### config.mk
export PLATFORM = sky130hd
export DESIGN_NAME = conv3x3_ctrl
export DESIGN_NICKNAME = d
export VERILOG_FILES = /design/src/rtl/conv_pkg.sv /design/src/rtl/conv_tap_counter.sv /design/src/rtl/conv3x3_ctrl.sv
export SDC_FILE = /design/constraint.sdc
export NUM_CORES = 1
export LEC_CHECK = 0
export ABC_AREA = 1
export CAP_MARGIN = 30
export CORE_ASPECT_RATIO = 1.4
export CORE_UTILIZATION = 49
export CTS_BUF_LIST = sky130_fd_sc_hd__clkbuf_8
export CTS_CLUSTER_DIAMETER = 200
export CTS_CLUSTER_SIZE = 10
export DETAILED_ROUTE_END_ITERATION = 8
export PLACE_DENSITY_LB_ADDON = 0.05
export SYNTH_ARGS = -nofsm -noshare
export SYNTH_HDL_FRONTEND = slang
export SYNTH_SLANG_ARGS = --single-unit
export TNS_END_PERCENT = 20
### constraint.sdc
create_clock -name clk -period 1.8 [get_ports clk]
set_input_delay 0.36 -clock clk [delete_from_list [all_inputs] [get_ports clk]]
set_output_delay 0.36 -clock clk [all_outputs]
set_load 0.1 [all_outputs]
### src/rtl/conv_pkg.sv
// Shared types and constants for the 3x3 convolution sequencer.
//   state_e  : controller FSM encoding (3 bits)
//   NUM_TAPS : taps per window (fixed at 9)
//   LAST_TAP : final tap index
//   SEL_W    : width of tap index and ALU selects
//   CNT_W    : width of the completed-window counter
package conv_pkg;

    localparam int unsigned NUM_TAPS = 9;
    localparam int unsigned SEL_W    = 4;
    localparam int unsigned CNT_W    = 16;

    localparam logic [SEL_W-1:0] LAST_TAP = SEL_W'(NUM_TAPS - 1);

    typedef enum logic [2:0] {
        IDLE  = 3'd0,
        CLEAR = 3'd1,
        LOAD  = 3'd2,
        MAC   = 3'd3,
        DONE  = 3'd4
    } state_e;

endpackage

### src/rtl/conv_tap_counter.sv
// Tap index counter shared by the pixel-load and MAC phases.
//   clk, resetn : clock, synchronous active-low reset
//   clr         : force index to 0 (wins over en)
//   en          : advance index by one
//   idx         : current tap index
//   last_tap    : index is at the final tap
module conv_tap_counter
    import conv_pkg::*;
(
    input  logic             clk,
    input  logic             resetn,
    input  logic             clr,
    input  logic             en,
    output logic [SEL_W-1:0] idx,
    output logic             last_tap
);

    logic [SEL_W-1:0] idx_q;
    logic [SEL_W-1:0] idx_d;

    // Next index: clear has priority so the final step of a phase wraps to 0.
    always_comb begin
        idx_d = idx_q;
        if (clr) begin
            idx_d = '0;
        end else if (en) begin
            idx_d = idx_q + SEL_W'(1);
        end
    end

    always_ff @(posedge clk) begin
        if (!resetn) begin
            idx_q <= '0;
        end else begin
            idx_q <= idx_d;
        end
    end

    assign idx      = idx_q;
    assign last_tap = (idx_q == LAST_TAP);

endmodule

### src/rtl/conv3x3_ctrl.sv
// Sequencer for the 3x3 convolution datapath: clears the accumulator, loads
// nine pixels from a valid/ready stream, runs nine MAC cycles, then holds the
// result on a valid/ready handshake.
//   clk, resetn            : clock, synchronous active-low reset
//   start                  : request one window (honoured in IDLE, or DONE with res_ready)
//   pix_valid / pix_ready  : pixel stream handshake
//   res_valid / res_ready  : result handshake
//   acc_clr                : one-cycle accumulator clear
//   ld_0..ld_8             : pixel register load enables
//   ld_r                   : accumulate enable
//   alu_select_a/b         : pixel / coefficient select during MAC
//   busy                   : controller not in IDLE
//   win_count              : number of results accepted
module conv3x3_ctrl
    import conv_pkg::*;
(
    input  logic             clk,
    input  logic             resetn,
    input  logic             start,
    input  logic             pix_valid,
    output logic             pix_ready,
    output logic             res_valid,
    input  logic             res_ready,
    output logic             acc_clr,
    output logic             ld_0,
    output logic             ld_1,
    output logic             ld_2,
    output logic             ld_3,
    output logic             ld_4,
    output logic             ld_5,
    output logic             ld_6,
    output logic             ld_7,
    output logic             ld_8,
    output logic             ld_r,
    output logic [SEL_W-1:0] alu_select_a,
    output logic [SEL_W-1:0] alu_select_b,
    output logic             busy,
    output logic [CNT_W-1:0] win_count
);

    state_e              state_q;
    state_e              state_d;
    logic [CNT_W-1:0]    win_count_q;
    logic [CNT_W-1:0]    win_count_d;
    logic [NUM_TAPS-1:0] ld_vec;
    logic [SEL_W-1:0]    sel;
    logic [SEL_W-1:0]    idx;
    logic                last_tap;
    logic                cnt_clr;
    logic                cnt_en;

    conv_tap_counter u_tap_counter (
        .clk      (clk),
        .resetn   (resetn),
        .clr      (cnt_clr),
        .en       (cnt_en),
        .idx      (idx),
        .last_tap (last_tap)
    );

    // Next-state and output decode; all strobes are mutually exclusive by state.
    always_comb begin
        state_d     = state_q;
        win_count_d = win_count_q;
        pix_ready   = 1'b0;
        res_valid   = 1'b0;
        acc_clr     = 1'b0;
        ld_vec      = '0;
        ld_r        = 1'b0;
        sel         = '0;
        busy        = 1'b1;
        cnt_clr     = 1'b0;
        cnt_en      = 1'b0;

        case (state_q)
            IDLE: begin
                busy = 1'b0;
                if (start) begin
                    state_d = CLEAR;
                end
            end
            CLEAR: begin
                acc_clr = 1'b1;
                cnt_clr = 1'b1;
                state_d = LOAD;
            end
            LOAD: begin
                pix_ready = 1'b1;
                if (pix_valid) begin
                    ld_vec = NUM_TAPS'(1) << idx;
                    cnt_en = 1'b1;
                    if (last_tap) begin
                        cnt_clr = 1'b1;
                        state_d = MAC;
                    end
                end
            end
            MAC: begin
                ld_r   = 1'b1;
                sel    = idx;
                cnt_en = 1'b1;
                if (last_tap) begin
                    cnt_clr = 1'b1;
                    state_d = DONE;
                end
            end
            DONE: begin
                res_valid = 1'b1;
                if (res_ready) begin
                    win_count_d = win_count_q + CNT_W'(1);
                    state_d     = start ? CLEAR : IDLE;
                end
            end
            default: begin
                state_d = IDLE;
            end
        endcase
    end

    always_ff @(posedge clk) begin
        if (!resetn) begin
            state_q     <= IDLE;
            win_count_q <= '0;
        end else begin
            state_q     <= state_d;
            win_count_q <= win_count_d;
        end
    end

    assign ld_0         = ld_vec[0];
    assign ld_1         = ld_vec[1];
    assign ld_2         = ld_vec[2];
    assign ld_3         = ld_vec[3];
    assign ld_4         = ld_vec[4];
    assign ld_5         = ld_vec[5];
    assign ld_6         = ld_vec[6];
    assign ld_7         = ld_vec[7];
    assign ld_8         = ld_vec[8];
    assign alu_select_a = sel;
    assign alu_select_b = sel;
    assign win_count    = win_count_q;

endmodule

==> impl_metrics.ini <==
[setup_path]
path_class = register to primary output
r2r_cells = 11
cp-end-kind = primary output
startpoint_type = register
path_cells = ha_1 > ha_1 > nor3b_4 > buf_12
cp_max_fo = 4
worstPathArrival_ns = 1.60
cp.required_ns = 1.44
cp_top_family = flip-flops
cp_common_cell = ha_1
reg2reg_slack_ns = 0.02
slowest_delay_ns = 0.46
r2r_end = u_tap_counter.idx[3]
r2r_start = state_q[2]
critPathSlowestCell = dfxtp_1
cp_num_buf_inv = 1

[sta]
fin_ws_ns = -0.1647
finalCriticalPeriod_ns = 1.965
fmax_ghz = 0.5090
rsz0062_at_grt = true
fin_crit_sh = 1.092
slew_headroom = 0.7052
finalHoldViolCount = 0
finClkSkew_ns = 0.002978
tightest_slew_ns = 0.4398
setup_viol = 11
finalSetupTns_ns = -1.172
maxSlewViolCount = 0

[power_and_ir_drop]
leakage_nw = 1.080
power.internal_w = 0.001036
powerDensity_nw_per_um2 = 772.6
power_frac_clock = 0.156
swShare = 0.4806
p_comb_frac = 0.542
seqPwrFrac = 0.301
power_w = 0.001995
switching_power_w = 0.0009588
ir_worst_vdd_uv = 1088

[yosys]
synth_seq_area_share = 0.3170
synthArstFlopShare = 0
synth_cell_types = 28
ys_top_cells_by_area = dfxtp_1 32%, nand2_1 14%, nor2_1 9.6%
synth_fp_nets = 233
yosys_warnings = 0
yosysTopAreaCellShare = 0.3170
syn_inst = 221
syn_area_um2 = 1453
yosysMostFrequentCell = nand2_1
avgSynthCellArea_um2 = 6.573
synth_edf_count = 0
synth_flop_cell = dfxtp_1
yosysTopAreaCell = dfxtp_1
yosys-top-cells-count = 56 x nand2_1, 37 x nor2_1, 34 x inv_1
ys_ff_latch = 23

[clock_tree]
htree_levels = 1
insertion_delay_ns = 0.26
cts_tree = done
clk_pin_slew_worst_paths_ns = 0.08
numCtsBuffers = 3
holdBufCountCts = 0
root_buffer = clkbuf_8
clock-sinks = 23
cts.path.max_buffers = 2

[routing]
ant_nets = 0
wl_per_cell_um = 18.36
firstDrtPassIters = 4
wirelength_um = 5692
first_iter_violations = 91
vias = 1750
drc_errors = 0
viasPerCell = 5.645

[min_path]
holdPathStages = 1
min-delay-start = win_count[3]
hold_path.class = register to register
min_to = win_count[3]

[die]
dieArea_um2 = 3189
initial_core_util = 0.5099
rows = 23
pin_count = 43
core_um2 = 2849
die_y_um = 66.42
die_w_um = 48.02

[placement]
placed_cell_area_um2 = 2427
hpwl_um = 3196
gp_congestion = 0.8942
dp.cells = 299
io_buffers = 42

[grt]
grt_max_degree = 13
grt_overflow = 0
grt.total_usage = 0.3061
grt_pass1_vias = 1561
antenna_found_initial = 0
grt_pass1_wl_um = 6969

[status]
violations = negative setup slack
status = finished, violations left

[layout]
instances_no_fill = 310
fin_area_um2 = 2582
drive_gt1_frac = 0.3187
final_util = 0.9065
nets = 286
syn2layout_area_growth_pct = 77.78
antenna_cells = 0

[flow_run]
maxCapViolCount = 0
[metrics by stage]
step	hold WS, ns	setup slack (ns)
after CTS	0.5212	-0.08097
after global placement	0.4833	-0.1190
final	0.5364	-0.1647
after floorplan	0.4869	-0.9539
after global routing	0.5852	-0.2165
after detailed placement	0.4988	-0.1825
[layer usage]
metal,track usage,vias to the layer above,share of wire
li1,-,793,-
met1,0.3130,818,0.35
met2,0.5878,107,0.53
met3,0.01913,32,0.069
met4,0.1250,0,0.055
met5,0,-,0
[sequential cells by signal, indices dropped and copies added, names as in the netlist]
register	cells
state_q	3
u_tap_counter.idx	4
win_count	16
[what timing repair did]
action,CTS,global route
gates resized for setup,11,4
endpoints found under the setup margin,18,17
endpoints found under the hold margin,0,0
buffers inserted,2,4
gates cloned,1,0
pin swaps,5,0
[cell type report]
class / count / area [um^2]
multi-input combinational: 158 / 997.2
timing repair buffer: 54 / 893.4
tap: 37 / 46.29
clock buffer: 3 / 41.29
clock inverter: 1 / 3.754
sequential: 23 / 470.5
fill: 113 / 266.5
inverter: 34 / 130.1
[worst max path at each step]
stage | start | to | slack (ns) | cells past startpoint
CTS | state_q[2] | ld_4 | -0.08 | 6
global placement | pix_valid | ld_8 | -0.12 | 5
global route | u_tap_counter.idx[0] | ld_2 | -0.22 | 5
detailed placement | pix_valid | ld_8 | -0.18 | 5
finish | u_tap_counter.idx[1] | ld_7 | -0.16 | 4
floorplan | state_q[2] | ld_1 | -0.95 | 6
[power groups by stage]
stage	logic, W	clock network, W	registers [W]
after global routing	0.00111	0.000337	0.000604
after CTS	0.000963	0.000309	0.000599
after floorplan	0.000659	0	0.000595
after global placement	0.000907	0	0.000599
final	0.00108	0.000312	0.000601
after detailed placement	0.000932	0	0.000605
[placed cells by master, fill, tap and decap left out, types with 2 or more instances in the layout]
cell type | Yosys | routed
a21oi_1 | 9 | 9
buf_12 | 0 | 38
buf_4 | 4 | 11
clkbuf_8 | 0 | 3
clkdlybuf4s50_1 | 0 | 3
dfxtp_1 | 23 | 19
dfxtp_2 | 0 | 2
dfxtp_4 | 0 | 2
ha_1 | 7 | 6
inv_1 | 34 | 32
inv_2 | 0 | 2
nand2_1 | 56 | 56
nand2_4 | 2 | 4
nand3_1 | 11 | 10
nand3_2 | 1 | 2
nand3b_1 | 2 | 2
nand4_1 | 4 | 4
nor2_1 | 37 | 32
nor2_4 | 4 | 8
nor3_1 | 7 | 3
nor3_4 | 0 | 3
nor3b_4 | 0 | 3
nor4_4 | 0 | 2
o21ai_0 | 3 | 3
[worst reg2reg max path, delay by kind of cell, from the launching register on]
family / cells / cell delay (ns)
AOI/OAI and AO/OA: 1 / 0.07
DFF: 1 / 0.36
buffers and inverters: 4 / 0.48
and+or+nand+nor: 6 / 0.74
[cell families after synthesis]
logic type / after synthesis / share of synthesized area
AOI/OAI and AO/OA: 17 / 0.06633
xor gates and xnor gates: 1 / 0.006030
adders and majority gates: 7 / 0.06029
buffers and inverters: 41 / 0.1223
DFF: 23 / 0.3170
and+or+nand+nor: 132 / 0.4281
Power figures use the tool's default switching activity.
==> patch (same settings) <==
Change the package constant `CNT_W` from 16 to 24.
--- a/src/rtl/conv_pkg.sv
+++ b/src/rtl/conv_pkg.sv
@@ -8,7 +8,7 @@
 
     localparam int unsigned NUM_TAPS = 9;
     localparam int unsigned SEL_W    = 4;
-    localparam int unsigned CNT_W    = 16;
+    localparam int unsigned CNT_W    = 24;
 
     localparam logic [SEL_W-1:0] LAST_TAP = SEL_W'(NUM_TAPS - 1);
 
Interface: changed (resized win_count); port bits go from 43 to 51. No check against the original RTL was run, so the function may have changed too.
==> patch against the original RTL <==
The run still ends with negative setup slack left; power grew 30%; area after synthesis grew 32%; register-to-register slack gained 0.13 ns; utilization shrank 1.8 points; cell area grew 28%; routed wire length grew 7.0%; synthesized cell count grew 37%; die area grew 31%; combinational power grew 17%; sequential cell count grew 8; worst hold slack lost 0.045 ns; setup slack lost 0.057 ns; largest cell class unchanged.
==> patch: results (changes against the original RTL) <==
metric	value	unit	change
cp_max_fo	5		+1
netlist_instances	303		+37%
hold_start	u_tap_counter.idx[3]		
synth_xor_area_share	0.457	%	-0.15 points
grt_pass1_vias	2178		+40%
power.leakage	1.43	nW	+32%
min_to	u_tap_counter.idx[3]		
numCtsBuffers	5		+2
place_congestion	0.856		-4.2%
violations	negative setup slack		
max_stage_delay	0.33	ns	-0.13 ns
hold_ws	0.491	ns	-0.0451 ns
critPathLaunch	state_q[1]		
portBuffers	50		+19%
largest_reg_flops	24		+8
fin_ws	-0.221	ns	-0.0565 ns
synth_fp_nets	315		+35%
worstReg2RegEnd	state_q[0]		
finalNetCount	387		+35%
dpl-instance-area	0.00312	sq mm	+29%
grt_pass1_wl	9390	microns	+35%
crit_family	simple AND/OR/NAND/NOR gates		
endpoint	ld_4		
clock_latency	0.29	ns	+0.03 ns
min_delay_path_depth	2		+1
synth_compound_area_share	8.56	%	+1.9 points
synth_fa_ha_area_share	4.57	%	-1.5 points
yosys-top-cells-count	79 x nand2_1, 54 x nor2_1, 43 x inv_1, 31 x dfxtp_1, 19 x nand3_1		
nFillCells	181		+60%
setup_violations	19		+8
ir_worst_vdd	1570	uV	+44%
r2r_slack	0.15	ns	+0.13 ns
first_iter_violations	81		-11%
grt_usage	30.8	%	+0.16 points
max_slew_margin	71.4	%	+0.89 points
grt_max_degree	17		+4
synth_area_leaders	dfxtp_1 32%, nand2_1 15%, nor2_1 11%		
finalWirelength	6090	microns	+7.0%
dpl.hpwl	4250	microns	+33%
status	finished, violations left		
cp.arrival	1.66	ns	+0.06 ns
cts-htree-levels	2		+1
place_inst	401		+34%
worstReg2RegStart	u_tap_counter.idx[0]		
cpMaxStageDelayCell	dfxtp_2		
fin_setup_tns	-2.47	ns	-1.30 ns
yosysWarnings	0		unchanged
vias_per_cell	5.36		-5.0%
synth_ff_type	dfxtp_1		
place_ws	-0.191	ns	-0.00839 ns
yosysSeqAreaShare	32.4	%	+0.70 points
reg2regPathDepth	9		-2
skew	0.00873	ns	+0.00575 ns
[patch: cell types whose count changed after synthesis, sizes merged, moves of 2 or more]
| cell | before | now |
|---|---|---|
| o21a | 1 | 3 |
| nand2 | 60 | 80 |
| a21oi | 9 | 18 |
| inv | 34 | 44 |
| nand4 | 4 | 6 |
| dfxtp | 23 | 31 |
| nand3 | 13 | 20 |
| nor2 | 41 | 60 |
| o21ai | 3 | 6 |
[patch: cell families (layout without fill, tap and decap cells)]
| family | after synthesis | in the layout |
|---|---|---|
| and+or+nand+nor | 181 | 182 |
| buffers and inverters | 53 | 124 |
| DFF | 31 | 31 |
| AOI/OAI and AO/OA | 30 | 30 |
| adders and majority gates | 7 | 7 |
| xor gates and xnor gates | 1 | 1 |
[patch: final cells by class]
| class | count | area (sq um) | area share, % |
|---|---|---|---|
| Multi-Input combinational cell | 220 | 1220 | 37.0 |
| Timing Repair Buffer | 72 | 1140 | 34.6 |
| Sequential cell | 31 | 627 | 19.0 |
| Inverter | 45 | 169 | 5.13 |
| Clock buffer | 6 | 82.6 | 2.51 |
| Tap cell | 42 | 52.6 | 1.59 |
| Clock inverter | 1 | 5.00 | 0.152 |
[patch: per-layer routing]
layer  track usage [%]  share of wire (%)
met4              14.4                5.0
met5                 0                  0
met1              30.5                 36
met3              4.19                4.3
met2              57.2                 55
[patch: timing repair]
action,CTS,global route
hold buffers,0,0
buffers inserted,6,2
endpoints found under the setup margin,17,20
resized for setup,9,2
endpoints found under the hold margin,0,0
pin swaps,4,1
gates cloned,1,0
[patch: power by group]
part | total (mW) | leakage, nW | internal [mW] | switching (mW)
sequential | 0.770 | 0.252 | 0.716 | 0.0534
clock | 0.559 | 0.0470 | 0.300 | 0.259
combinational | 1.26 | 1.13 | 0.449 | 0.815
total | 2.59 | 1.43 | 1.46 | 1.13
